### config.mk
export PLATFORM = sky130hd
export DESIGN_NAME = scheduler_admission_ctrl
export DESIGN_NICKNAME = d
export VERILOG_FILES = /design/src/rtl/scheduler_admission_ctrl.sv
export SDC_FILE = /design/constraint.sdc
export NUM_CORES = 1
export LEC_CHECK = 0
export CORE_ASPECT_RATIO = 0.8
export CORE_MARGIN = 8
export CORE_UTILIZATION = 35
export CTS_BUF_LIST = sky130_fd_sc_hd__clkbuf_8
export DETAILED_ROUTE_END_ITERATION = 16
export PLACE_DENSITY = 0.83
export SYNTH_ARGS = -nofsm -noshare
export SYNTH_HDL_FRONTEND = slang
export SYNTH_SLANG_ARGS = --single-unit
### constraint.sdc
create_clock -name axis_aclk -period 9.05 [get_ports axis_aclk]
set_input_delay 1.81 -clock axis_aclk [delete_from_list [all_inputs] [get_ports axis_aclk]]
set_output_delay 1.81 -clock axis_aclk [all_outputs]
set_load 0.03 [all_outputs]
### src/rtl/scheduler_admission_ctrl.sv
// Per-packet admission control at the PIFO scheduler ingress.
// Latches a per-queue accept mask on the first beat and gates writes for the packet.
module scheduler_admission_ctrl #(
  parameter int DATA_WIDTH           = 256,
  parameter int C_S_AXIS_TUSER_WIDTH = 160,
  parameter int NUM_QUEUES           = 5,
  parameter int C_S_AXI_DATA_WIDTH   = 32
) (
  input  logic                            axis_aclk,
  input  logic                            axis_resetn,
  input  logic                            s_axis_tvalid,
  input  logic                            s_axis_tlast,
  input  logic [DATA_WIDTH/8-1:0]         s_axis_tkeep,
  input  logic [C_S_AXIS_TUSER_WIDTH-1:0] s_axis_tuser,
  output logic                            s_axis_tready,
  input  logic [NUM_QUEUES-1:0]           s_axis_buffer_almost_full,
  input  logic [NUM_QUEUES-1:0]           s_axis_pifo_full,
  output logic [NUM_QUEUES-1:0]           m_axis_ctl_buffer_wr_en,
  output logic [NUM_QUEUES-1:0]           m_axis_ctl_pifo_in_en,
  output logic [NUM_QUEUES-1:0]           pkt_stored,
  output logic [NUM_QUEUES-1:0]           pkt_dropped,
  output logic [C_S_AXI_DATA_WIDTH-1:0]   bytes_stored,
  output logic [C_S_AXI_DATA_WIDTH-1:0]   bytes_dropped
);

  localparam int KW = DATA_WIDTH / 8;
  localparam int PW = C_S_AXI_DATA_WIDTH - 16;

  typedef enum logic {
    IDLE,
    IN_PKT
  } state_t;

  state_t                state_q;
  logic [NUM_QUEUES-1:0] mask_q;
  logic [NUM_QUEUES-1:0] drop_q;
  logic [15:0]           acc_q;

  logic                  beat;
  logic                  first;
  logic [7:0]            bmap;
  logic [NUM_QUEUES-1:0] dst;
  logic [NUM_QUEUES-1:0] acc_now;
  logic [NUM_QUEUES-1:0] mask_cur;
  logic [NUM_QUEUES-1:0] drop_cur;
  logic [15:0]           beat_bytes;
  logic [16:0]           sum;
  logic [15:0]           total;

  assign beat  = s_axis_tvalid & s_axis_tready;
  assign first = (state_q == IDLE);
  assign bmap  = s_axis_tuser[31:24];

  // Odd bitmap bits are the DMA/CPU ports, all folded onto queue 4.
  always_comb begin
    dst    = '0;
    dst[0] = bmap[0];
    dst[1] = bmap[2];
    dst[2] = bmap[4];
    dst[3] = bmap[6];
    dst[4] = bmap[1] | bmap[3] | bmap[5] | bmap[7];
  end

  assign acc_now  = dst & ~s_axis_buffer_almost_full
                        & ~s_axis_pifo_full;
  assign mask_cur = first ? acc_now : mask_q;
  assign drop_cur = first ? (dst & ~acc_now) : drop_q;

  always_comb begin
    beat_bytes = '0;
    for (int i = 0; i < KW; i++)
      beat_bytes = beat_bytes + 16'(s_axis_tkeep[i]);
  end

  assign sum   = {1'b0, (first ? 16'd0 : acc_q)}
               + {1'b0, beat_bytes};
  assign total = sum[16] ? 16'hFFFF : sum[15:0];

  assign m_axis_ctl_buffer_wr_en = beat ? mask_cur : '0;
  assign m_axis_ctl_pifo_in_en   = (beat && first) ? acc_now : '0;

  always_ff @(posedge axis_aclk or negedge axis_resetn) begin
    if (!axis_resetn) begin
      state_q       <= IDLE;
      mask_q        <= '0;
      drop_q        <= '0;
      acc_q         <= '0;
      s_axis_tready <= 1'b0;
      pkt_stored    <= '0;
      pkt_dropped   <= '0;
      bytes_stored  <= '0;
      bytes_dropped <= '0;
    end else begin
      s_axis_tready <= 1'b1;
      pkt_stored    <= '0;
      pkt_dropped   <= '0;
      if (beat) begin
        acc_q <= total;
        if (s_axis_tlast) begin
          state_q       <= IDLE;
          pkt_stored    <= mask_cur;
          pkt_dropped   <= drop_cur;
          bytes_stored  <= (mask_cur != '0) ?
                           {{PW{1'b0}}, total} : '0;
          bytes_dropped <= (drop_cur != '0) ?
                           {{PW{1'b0}}, total} : '0;
        end else begin
          state_q <= IN_PKT;
          if (first) begin
            mask_q <= acc_now;
            drop_q <= dst & ~acc_now;
          end
        end
      end
    end
  end

endmodule

==> impl_metrics.json <==
{
  "outcome": "finished clean",
  "synth-xor-area-share_pct": 1.424,
  "worst_path_most_repeated_cell": "fa_1",
  "setup_tns_ns": 0,
  "cts_made_buffers": 9,
  "drtIter0Drc": 174,
  "totalWireLength_um": 10660,
  "seqPwrFrac_pct": 20.5,
  "swShare_pct": 47.27,
  "synth-compound-area-share_pct": 13.87,
  "grtUsageTotal_pct": 13.29,
  "rsz0062_at_grt": "false",
  "syn_inst": 467,
  "synthArstFlopShare_pct": 100.0,
  "synthMuxAreaShare_pct": 0.9302,
  "arrival_ns": 7.82,
  "antenna_cells": 0,
  "fmax_ghz": 0.1310,
  "placed_cell_area_um2": 5378,
  "yosys.area.top_type": "dfrtp_1",
  "crit_slowest_cell": "fa_1",
  "syn_area_per_cell_um2": 9.217,
  "ant_nets": 0,
  "clk_latency_ns": 0.34,
  "p_per_area_nw_per_um2": 338.1,
  "clkSinkCount": 70,
  "netlist.area_leader.share_pct": 40.70,
  "layout-drive-gt1-share_pct": 4.538,
  "crit_chain": "clkdlybuf4s50_1, fa_1, inv_1, fa_1, fa_1, fa_1, fa_1, fa_1, fa_1, inv_1, fa_1, a211o_1, a211oi_2, or4_1, nor2_4, a211oi_1, o21ai_0",
  "die_x_um": 140.0,
  "num_io_pins": 291,
  "fin_crit_ns": 7.632,
  "synth_area_leaders": "dfrtp_1, fa_1, nand2_1",
  "clock_skew_ns": 0.01012,
  "synth_edf_count": 0,
  "ys_ff_latch": 70,
  "die_h_um": 115.2,
  "cts_resized": 0,
  "ir_worst_vdd_uv": 323.3,
  "hold_class": "register to register",
  "place_inst": 709,
  "grt_max_degree": 71,
  "slowest_delay_ns": 0.57,
  "post-cts-setup-buffer-count": 0,
  "timing.final.max_slew_violations": 0,
  "drc": 0,
  "ys_seq_area_share_pct": 40.70,
  "globalRouteOverflowTotal": 0,
  "final_min_period_over_clock_period_pct": 84.34,
  "share_comb_of_total_power_pct": 63.2,
  "antenna_found_initial": 0,
  "startpoint_type": "input port",
  "p_leak_nw": 2.589,
  "fin_cells": 725,
  "total_power_mw": 1.900,
  "start_util_pct": 35.66,
  "cts_root_buf": "clkbuf_8",
  "setup_viol": 0,
  "p_switching_mw": 0.8983,
  "clockBufferDepth": 2,
  "critPathCaptureType": "register",
  "critPathKind": "input port to register",
  "rows": 36,
  "cts_hold_buf": 0,
  "die-area_um2": 16120,
  "whs_ns": 0.4867,
  "num_vias": 3449,
  "tightestPinTransition_ns": 0.8720,
  "synthSimpleGateAreaFrac_pct": 15.12,
  "first_pass_iters": 6,
  "dpl.hpwl_um": 8461,
  "grt_pass1_wl_um": 17390,
  "layout.nets": 815,
  "cts_tree": "built",
  "cts_max_level": 3,
  "syn2layout_area_growth_pct": 30.61,
  "syn-cell-area_um2": 4304,
  "critPathMaxFanout": 12,
  "synth_cell_type_count": 48,
  "synth_top_family_by_area": "adder cells",
  "wire_per_inst_um": 14.70,
  "synthAdderAreaFrac_pct": 16.45,
  "hold_violations": 0,
  "core_region_area_um2": 12070,
  "yosysWarnings": 0,
  "intPower_mw": 1.002,
  "yosys_most_used_dff": "dfrtp_1",
  "io_buffers": 106,
  "design_area_um2": 5622,
  "routed_via_density": 4.757,
  "p_clk_share_pct": 16.3,
  "max-cap-violations": 0,
  "gp_congestion": 0.8173,
  "clk_pin_slew_ns": 0.07,
  "maxSlewHeadroom_pct": 41.87,
  "grt_pass1_vias": 3561,
  "crit_required_ns": 9.24
}
## per-stage QoR
| stage | util, % | worst slack [ns] |
|---|---|---|
| 2_1_floorplan | - | 2.093 |
| 3_3_place_gp | 44.55 | 1.202 |
| 3_5_place_dp | 44.55 | 1.052 |
| 4_1_cts | 46.57 | 1.404 |
| 5_1_grt | 46.57 | 1.121 |
| 6_report | 46.57 | 1.418 |
## flip-flops by register name, summed over array words and instances (netlist names)
register and count:
s_axis_tready 1, bytes_stored 16, state_q 1, acc_q 16
drop_q 5, bytes_dropped 16, pkt_dropped 5, mask_q 5
pkt_stored 5
## per-layer routing
layer | global-route usage (%) | wire [µm] | vias up
met5 | 0 | 0 | -
met3 | 2.365 | 577 | 13
met1 | 16.27 | 4623 | 1669
met4 | 4.690 | 142 | 0
met2 | 23.27 | 5313 | 107
li1 | - | - | 1660
## cells by family (layout without fill, tap and decap cells)
kind of cell	count (synthesis)	after routing
and+or+nand+nor	144	144
muxes	4	4
DFF	70	70
buffers and inverters	96	171
xor gates and xnor gates	7	7
other	2	33
adders and majority gates	41	41
AOI/OAI and AO/OA	103	103
## final timing paths
check                                 start                to  slack, ns  depth (start not counted)
min in group asynchronous       axis_resetn     pkt_stored[2]       1.66                          2
max reg2reg                         state_q  bytes_stored[13]       3.23                         16
max                         s_axis_tkeep[0]  bytes_stored[13]       1.42                         17
max in group asynchronous       axis_resetn          acc_q[9]       6.82                          2
min                        bytes_stored[12]  bytes_stored[12]       0.49                          2
min reg2reg                bytes_stored[12]  bytes_stored[12]       0.49                          2
## layout make-up
type,instances,area (µm²)
Clock buffer,9,123.9
Fill cell,1115,6450
Tap cell,152,190.2
Sequential cell,70,1752
Timing Repair Buffer,110,1086
Inverter,45,168.9
Multi-Input combinational cell,332,2181
Clock inverter,7,120.1
## layout by cell type (no fill, tap or decap), types with 3 or more instances in the layout
cell type | Yosys | final
o21ai_1 | 30 | 30
ha_1 | 15 | 15
clkdlybuf4s50_1 | 0 | 105
and2_1 | 10 | 10
buf_4 | 33 | 4
nand3_1 | 4 | 4
conb_1 | 2 | 33
o21ai_0 | 28 | 28
inv_1 | 44 | 44
nand2_1 | 70 | 70
mux2i_1 | 4 | 4
nor2_1 | 35 | 35
nand2b_1 | 3 | 3
a21o_1 | 6 | 6
clkbuf_8 | 0 | 9
nor3b_1 | 4 | 4
bufinv_16 | 0 | 3
xnor2_1 | 5 | 5
dfrtp_1 | 70 | 70
o21a_1 | 3 | 3
fa_1 | 26 | 26
a21oi_1 | 19 | 19
nor3_1 | 4 | 4
a22o_1 | 4 | 4
## synthesized netlist by cell type (3+ instances only)
cell      count
nand3_1       4
dfrtp_1      70
nand2b_1      3
o21a_1        3
clkbuf_1     14
xnor2_1       5
buf_2         3
a21o_1        6
o21ai_1      30
buf_4        33
and2_1       10
nor2_1       35
ha_1         15
o21ai_0      28
nand2_1      70
fa_1         26
mux2i_1       4
inv_1        44
a21oi_1      19
a22o_1        4
nor3_1        4
nor3b_1       4
## critical path: cells and delay by family
kind            cells  cell delay (ns)
compound gates      4             1.36
fa+ha+maj           8             3.66
buf+inv             3             0.55
simple gates        2             0.44
## power groups by stage
stage               logic, mW  registers (mW)  clock network, mW
floorplan               0.822           0.440                  0
global placement         1.14           0.392                  0
detailed placement       1.19           0.396                  0
CTS                      1.20           0.391              0.314
global route             1.34           0.396              0.328
finish                   1.20           0.390              0.310
(Power assumes the default switching activity.)
